--- src/rtl/p2s_scan_master.sv ---
// p2s_scan_master
// Master-side sequencer for a chain of parallel-to-serial shift slaves.
// A frame has four parts. First, sld_n is pulsed low so the slaves latch
// their parallel inputs. Next, a setup half-period lets the data settle.
// Then sclk is pulsed NBIT times, and the returned serial stream is sampled
// LSB-first. Finally, the assembled word is published on o_po with a
// one-cycle o_po_vld strobe.
// Frames run single-shot on request, or free-running with an idle gap.
//
// Optional build macro: P2S_SCAN_FILTER_EN
//   When it is defined, a frame is published only if it matches the frame
//   captured just before it (two-frame match).
//
// Ports:
//   clk         system clock
//   rst         asynchronous, active-high reset
//   i_scan_en   auto mode; frames repeat with SCAN_GAP idle cycles between them
//   i_scan_req  single-shot frame request (level, sampled)
//   i_si        serial data from the slave chain (asynchronous)
//   o_sclk      shift clock to the slaves (registered)
//   o_sld_n     active-low parallel load to the slaves (registered)
//   o_po        last published frame; bit 0 is the first serial bit
//   o_po_vld    one-cycle pulse when o_po updates
//   o_busy      high from LOAD through DONE
module p2s_scan_master #(
    parameter int NBIT      = 64,
    parameter int SCLK_HALF = 16,
    parameter int LD_CYC    = 4,
    parameter int SCAN_GAP  = 1024
) (
    input  logic            clk,
    input  logic            rst,
    input  logic            i_scan_en,
    input  logic            i_scan_req,
    input  logic            i_si,
    output logic            o_sclk,
    output logic            o_sld_n,
    output logic [NBIT-1:0] o_po,
    output logic            o_po_vld,
    output logic            o_busy
);

    localparam int BIT_W   = (NBIT > 1) ? $clog2(NBIT) : 1;
    localparam int CNT_MAX = (LD_CYC > SCLK_HALF) ? LD_CYC : SCLK_HALF;
    localparam int CNT_W   = (CNT_MAX > 1) ? $clog2(CNT_MAX) : 1;
    localparam int GAP_W   = (SCAN_GAP > 1) ? $clog2(SCAN_GAP) : 1;

    localparam logic [CNT_W-1:0] LD_LAST   = CNT_W'(LD_CYC - 1);
    localparam logic [CNT_W-1:0] HALF_LAST = CNT_W'(SCLK_HALF - 1);
    localparam logic [BIT_W-1:0] BIT_LAST  = BIT_W'(NBIT - 1);
    localparam logic [GAP_W-1:0] GAP_LAST  = GAP_W'(SCAN_GAP - 1);

    typedef enum logic [2:0] {
        S_IDLE,
        S_LOAD,
        S_SETUP,
        S_SHIFT,
        S_DONE
    } state_t;

    state_t            r_state;
    state_t            w_next;
    logic [CNT_W-1:0]  r_cnt;
    logic [BIT_W-1:0]  r_bit;
    logic [GAP_W-1:0]  r_gap;
    logic              r_pending;
    logic              r_si_meta;
    logic              r_si_s;
    logic              r_sclk;
    logic              r_sld_n;
    logic [NBIT-1:0]   r_shreg;
    logic [NBIT-1:0]   r_po;
    logic              r_po_vld;
`ifdef P2S_SCAN_FILTER_EN
    logic [NBIT-1:0]   r_prev;
`endif

    logic w_ld_end;
    logic w_half_end;
    logic w_last_bit;
    logic w_gap_hit;
    logic w_trig;
    logic w_sclk_nxt;
    logic w_publish;

    always_comb begin
        w_next     = r_state;
        w_sclk_nxt = 1'b0;
        w_ld_end   = (r_cnt == LD_LAST);
        w_half_end = (r_cnt == HALF_LAST);
        w_last_bit = (r_bit == BIT_LAST);
        // The gap counter stops one short of SCAN_GAP, so that the cycle
        // that leaves IDLE is itself the SCAN_GAP-th idle cycle.
        w_gap_hit  = (r_gap == GAP_LAST);
        w_trig     = r_pending | i_scan_req | (i_scan_en & w_gap_hit);
`ifdef P2S_SCAN_FILTER_EN
        w_publish  = (r_shreg == r_prev);
`else
        w_publish  = 1'b1;
`endif
        case (r_state)
            S_IDLE:  if (w_trig) w_next = S_LOAD;
            S_LOAD:  if (w_ld_end) w_next = S_SETUP;
            S_SETUP: begin
                if (w_half_end) w_next = S_SHIFT;
                w_sclk_nxt = w_half_end;
            end
            S_SHIFT: begin
                if (w_half_end && !r_sclk && w_last_bit) w_next = S_DONE;
                // The end of a high phase drops sclk. The end of a low phase
                // raises it again, except after the final pulse.
                w_sclk_nxt = w_half_end ? (~r_sclk & ~w_last_bit) : r_sclk;
            end
            S_DONE:  w_next = S_IDLE;
            default: w_next = S_IDLE;
        endcase
    end

    // Control state, strobes and the published word.
    always_ff @(posedge clk or posedge rst) begin
        if (rst) begin
            r_state   <= S_IDLE;
            r_cnt     <= '0;
            r_bit     <= '0;
            r_gap     <= '0;
            r_pending <= 1'b0;
            r_sclk    <= 1'b0;
            r_sld_n   <= 1'b1;
            r_po      <= '0;
            r_po_vld  <= 1'b0;
`ifdef P2S_SCAN_FILTER_EN
            r_prev    <= '0;
`endif
        end else begin
            r_state <= w_next;
            r_sclk  <= w_sclk_nxt;
            r_sld_n <= (w_next != S_LOAD);

            if (r_state == S_IDLE || r_state == S_DONE || w_next != r_state ||
                (r_state == S_SHIFT && w_half_end))
                r_cnt <= '0;
            else
                r_cnt <= r_cnt + 1'b1;

            if (r_state != S_SHIFT)
                r_bit <= '0;
            else if (w_half_end && !r_sclk && !w_last_bit)
                r_bit <= r_bit + 1'b1;

            if (r_state == S_IDLE && w_next == S_IDLE) begin
                if (!w_gap_hit) r_gap <= r_gap + 1'b1;
            end else begin
                r_gap <= '0;
            end

            if (r_state == S_IDLE)
                r_pending <= 1'b0;
            else if (i_scan_req)
                r_pending <= 1'b1;

            r_po_vld <= (w_next == S_DONE) && w_publish;
            if ((w_next == S_DONE) && w_publish) r_po <= r_shreg;
`ifdef P2S_SCAN_FILTER_EN
            if (w_next == S_DONE) r_prev <= r_shreg;
`endif
        end
    end

    // Input synchroniser and capture shift register.
    // Every bit is rewritten in every frame, so these need no reset.
    always_ff @(posedge clk) begin
        r_si_meta <= i_si;
        r_si_s    <= r_si_meta;
        if (r_state == S_SHIFT && r_sclk && w_half_end)
            r_shreg[r_bit] <= r_si_s;
    end

    assign o_sclk   = r_sclk;
    assign o_sld_n  = r_sld_n;
    assign o_po     = r_po;
    assign o_po_vld = r_po_vld;
    assign o_busy   = (r_state != S_IDLE);

endmodule
--- config.mk ---
export PLATFORM = sky130hd
export DESIGN_NAME = p2s_scan_master
export DESIGN_NICKNAME = d
export VERILOG_FILES = /design/src/rtl/p2s_scan_master.sv
export SDC_FILE = /design/constraint.sdc
export NUM_CORES = 1
export LEC_CHECK = 0
export CORE_UTILIZATION = 50
export DETAILED_ROUTE_END_ITERATION = 10
export PLACE_DENSITY = 0.76
export SLEW_MARGIN = 15
export SYNTH_ARGS = -nofsm -noshare
export SYNTH_HDL_FRONTEND = slang
export SYNTH_SLANG_ARGS = --single-unit
--- constraint.sdc ---
create_clock -name clk -period 2.9 [get_ports clk]
set_input_delay 0.725 -clock clk [delete_from_list [all_inputs] [get_ports clk]]
set_output_delay 0.725 -clock clk [all_outputs]
set_load 0.01 [all_outputs]
Yosys cells after proc, flatten, opt, wreduce, memory -nomap -nowiden:

Index checks and enable logic that the tools add are counted.

* bitwise operators: 6
* add/sub/neg operators: 3
* reductions and logical operators: 18
* div/mod/pow operators: 0
* $lt $le $gt $ge: 2
* $mul: 0
* eq/ne operators: 14
* shifts and indexed selects: 0
* multiplexer cells: 17

Operators by type and width (number)
* bitwise mux 64 bit: 1
* 2-to-1 mux 10 bit: 2
* 2-to-1 mux 3 bit: 4
* 2-to-1 mux 6 bit: 2
* case mux 3 bit (4 select lines): 1
* adder 10 x 1 -> 10 bit, second input constant: 1
* equality test 10 bit, second input constant: 1
* logical AND 1 bit: 8
* < comparator 6 x 7 -> 1 bit, second input constant: 1
* adder 6 x 1 -> 6 bit, second input constant: 1
* demux 1 bit (select 6 bit): 1
* equality test 3 x 2 -> 1 bit, second input constant: 2
* equality test 3 bit, second input constant: 2
* equality test 6 bit, second input constant: 1
* greater-or-equal comparator 6 x 1 -> 1 bit, second input constant: 1
* zero test 3 bit: 2
* adder 4 x 1 -> 4 bit, second input constant: 1
* equality test 4 x 2 -> 1 bit, second input constant: 1
* equality test 4 bit, second input constant: 1
* 2-to-1 mux 1 bit: 4
* 2-to-1 mux 4 bit: 1
* inequality test 2 bit, second input constant: 2
* nonzero test 2 bit: 2
* equality test 3 x 1 -> 1 bit, second input constant: 1
* 10 further kinds: 16

* bits in registers: 157
* word-level logic and storage cells: 72
* output and inout port bits: 68
* memories kept: 0
* ROM bits: 0
* bits of input ports: 5
* bits in writable memories: 0
* bits in latches: 0

Longest topological paths before layout:

* word-level depth: 9
* mapped depth: 7

Worst setup path before layout:

Ideal clock, no wire load.

* path kind: register to register
* start: register r_bit[0]
* end: register r_po[0] (netlist: o_po[0])
* cell stages (with the launch flop): 8
* arrival: 2.045 ns
* data required time: 2.773 ns
* slack: 0.728 ns
* library setup time: 0.127 ns
* cell sequence: dfrtp_1 > ha_1 > nand3_1 > or2_2 > buf_2 > nor3_4 > buf_6 > mux2_1

* word-level cells in the longest chain between the ends: 5

Ends and longest elaborated chain
* from (decl): RTL line 64 `logic [BIT_W-1:0] r_bit;`
* from (signal assigned): RTL line 148 `r_bit <= r_bit + 1'b1;`
* equality test 6 bit: RTL line 91 `w_last_bit = (r_bit == BIT_LAST);`
* logical AND 1 bit: RTL line 109 `if (w_half_end && !r_sclk && w_last_bit) w_next = S_DONE;`
* 2-to-1 mux 3 bit: RTL line 109
* case mux 3 bit (4 select lines): RTL line 101 `case (r_state)`
* equality test 3 bit: RTL line 162 `if ((w_next == S_DONE) && w_publish) r_po <= r_shreg;`
* to (signal assigned): RTL line 162
* to (decl): RTL line 72 `logic [NBIT-1:0] r_po;`

No other way between the ends.
A chain may end at the register's enable or synchronous reset.

Worst setup path in the final report:

* start: register r_state[0]
* end: output o_busy

* word-level cells in the longest chain between the ends: 1

Ends and longest elaborated chain
* from (decl): RTL line 61 `state_t r_state;`
* from (signal assigned): RTL line 135 `r_state <= w_next;`
* nonzero test 3 bit: RTL line 182 `assign o_busy = (r_state != S_IDLE);`
* to (decl): RTL line 40 `output logic o_busy`

No other way between the ends.

==> out/qor.txt <==
DIE HEIGHT: 112.5 um
Slew Limit Fails: 0
RSZ-0062 raised after global routing: no
Min-delay src: r_si_meta
Synthesized area per cell: 13.94 sq um
Pwr/cell area: 587.4 nW/um^2
DP Cell Count: 639
Grt total ovfl: 0
Sequential power share: 52.5%
Initial Utilization: 52.34%
Clk pin slew, worst setup/hold paths: 0.06 ns
Final non-filler cell total: 671
Multi-input gate area in the final layout: 1714 sq um
Maximum VDD drop: 0.6099 mV
Internal: 3.452 mW
Setup crit start: r_state[0]
Critical R2R Launch: r_cnt[0]
Final WL: 11.43 mm
Routed wire per std cell: 17.03 um
Worst-Margin Slew: 0.7453 ns
Register bit total from synthesis: 157
Iteration-0 DRC Markers: 260
Deepest clock path buffer count: 2
Fraction of layout cells with a size suffix above 1: 9.091%
CTS tree: done
Achievable Freq: 370.0 MHz
Total number of yosys warnings: 0
Clk sinks: 157
DIE AREA: 12660 sq um
Worst setup SP type: register
Combinational share of power: 1.1%
Relative max-transition margin: 50.21%
Clock buffer count from CTS: 17
Area delta synth->final: 23.00%
Via count: 3610
Final period utilization: 93.21%
Clock skew: 0.009391 ns
Most common cell after layout, fill and taps aside: nor2_1
GR Util All Layers: 19.61%
Leak pwr: 3.102 nW
WP data required: 2.17 ns
R2R cell count: 6
Distinct cells, synth: 45
Postcts setup bufs: 0
Final hold viol count: 0
Seq. cell area: 4240 sq um
Htree depth: 4
PortBufs: 72
First-pass GRT wire length: 18.75 mm
Synth Net Count: 446
Net switching power: 958.1 uW
Root buf cell: clkbuf_16
Sequential area share after synthesis: 69.46%
Post-layout util: 64.38%
Drt via density: 5.380
Post-layout nets: 523
Final HPWL DP: 7.379 mm
WHS Path Cells: 0
Worst-path fanout max: 8
Post-CTS sizing: 0
Clock power frac: 46.4%
Core area: 11660 sq um
Worst skew pair latency: 0.41 ns
Fillers: 875
Die width: 112.5 um
Detailed Routing Iterations Pass 1: 4
Period minus WS final: 2.703 ns
Arrival @ worst endpoint: 1.98 ns
Syn Inst Count: 438
Critical Path Sink Type: primary output
Placer Congestion: 0.8604
Outcome: finished, final reports clean
Largest net degree at the start of global routing: 65
Hold WC Path Type: register to register
Setup TNS: 0 ns
Cts hold-fix bufs: 0
Initial antenna violation count: 0
WS Path Type: register to primary output
Max-cap viol count: 0
Remaining antenna violation count: 0
Switching part of the total: 21.72%
Row count: 39
Vias in the first global route: 3697
Number of primary I/O pins: 73
Commonest non-fill, non-tap cells in the layout: nor2_1, dfrtp_1, clkdlybuf4s50_1
Antenna cells: 0
Final setup fails: 0
DRC: 0
Mapped Area: 6105 sq um
==> power by group through the flow <==
stage          registers [mW]  logic [mW]  clock network, mW
3_3_place_gp             2.36      0.0504                  0
6_report                 2.32      0.0495               2.05
2_1_floorplan            2.37      0.0188                  0
3_5_place_dp             2.36      0.0522                  0
5_1_grt                  2.31      0.0569               2.17
4_1_cts                  2.32      0.0522               2.08
==> worst max-delay path, stage by stage, from the launching register on <==
cell,delay [ns]
dfrtp_1,0.48
nor3_1,0.47
inv_1,0.12
clkdlybuf4s50_1,0.50
==> path summary, 6_finish.rpt <==
check	to	slack, ns
min in group asynchronous	o_po[17]	0.78
setup reg to reg	r_shreg[62]	0.50
max in group asynchronous	o_sld_n	1.45
setup / recovery	o_busy	0.20
hold reg to reg	r_si_s	0.33
hold / removal	r_si_s	0.33
==> cell families (layout without fill, tap and decap cells) <==
group	Yosys count	after routing	synth area share (%)
XOR/XNOR	10	10	1.435
multiplexers	66	66	12.13
buffers and inverters	26	116	2.460
adder cells (fa/ha/maj)	3	3	0.6149
flip-flops	157	157	69.46
AO/OA/AOI/OAI	20	20	2.172
AND/OR/NAND/NOR	156	156	11.72
==> cell type report <==
cell class	instances	share of cell area (%)
clock buffers	18	5.716
clock inverters	14	1.600
well taps	143	2.383
multi-input cells	255	22.83
flip-flops and latches	157	56.47
inverters	7	0.3999
repair buffers	77	10.60
==> state kept, by name (all words and copies together) (netlist names) <==
name       count
o_po          64
o_po_vld       1
o_sclk         1
o_sld_n        1
r_bit          6
r_cnt          4
r_gap         10
r_pending      1
r_shreg       64
r_si_meta      1
r_si_s         1
r_state        3
==> cell usage after synthesis, drive strengths merged <==
master / count / area [sq um]
nor2: 94 / 352.8
xnor2: 6 / 52.55
o31ai: 2 / 15.01
and3: 2 / 12.51
nor4b: 1 / 8.760
edfxtp: 64 / 1922
and4b: 1 / 10.01
ha: 3 / 37.54
nor3: 10 / 61.31
a31oi: 2 / 12.51
nor4: 1 / 6.260
a21o: 1 / 7.510
a311oi: 1 / 8.760
or3b: 2 / 17.52
dfxtp: 2 / 40.04
and4: 1 / 8.760
mux2: 64 / 720.7
nand3: 13 / 65.06
or2: 3 / 18.77
nor3b: 2 / 15.01
dfrtp: 90 / 2252
o21ai: 3 / 15.01
a41oi: 1 / 8.760
xor2: 4 / 35.03
dfstp: 1 / 26.28
a211oi: 3 / 22.52
inv: 7 / 26.28
or3: 3 / 18.77
nand2: 16 / 60.06
o22ai: 1 / 6.260
clkbuf: 5 / 18.77
nand2b: 1 / 6.260
mux2i: 2 / 20.02
nand4: 3 / 18.77
buf: 14 / 105.1
o2111a: 1 / 11.26
nand3b: 3 / 35.03
a21oi: 5 / 25.02
==> routing by layer <==
layer / routed length (um) / GRT usage (%) / up-vias
met4: 83 / 6.311 / 0
met3: 556 / 5.022 / 6
met5: 0 / 0 / -
met2: 5850 / 32.92 / 89
li1: - / - / 1698
met1: 4939 / 25.13 / 1817
==> per-stage QoR <==
step                hold slack, ns  instance area, sq um  total power, mW  setup WS (ns)
global route                0.3432                  7508            4.545        0.02891
CTS                         0.3299                  7508            4.444         0.1861
global placement            0.3124                  6959            2.410         0.6139
detailed placement          0.3150                  6959            2.412         0.5023
floorplan                   0.3096                  6108            2.386         0.7276
finish                      0.3277                  7508            4.411         0.1970
No activity file was read; power rests on OpenSTA's default activity.
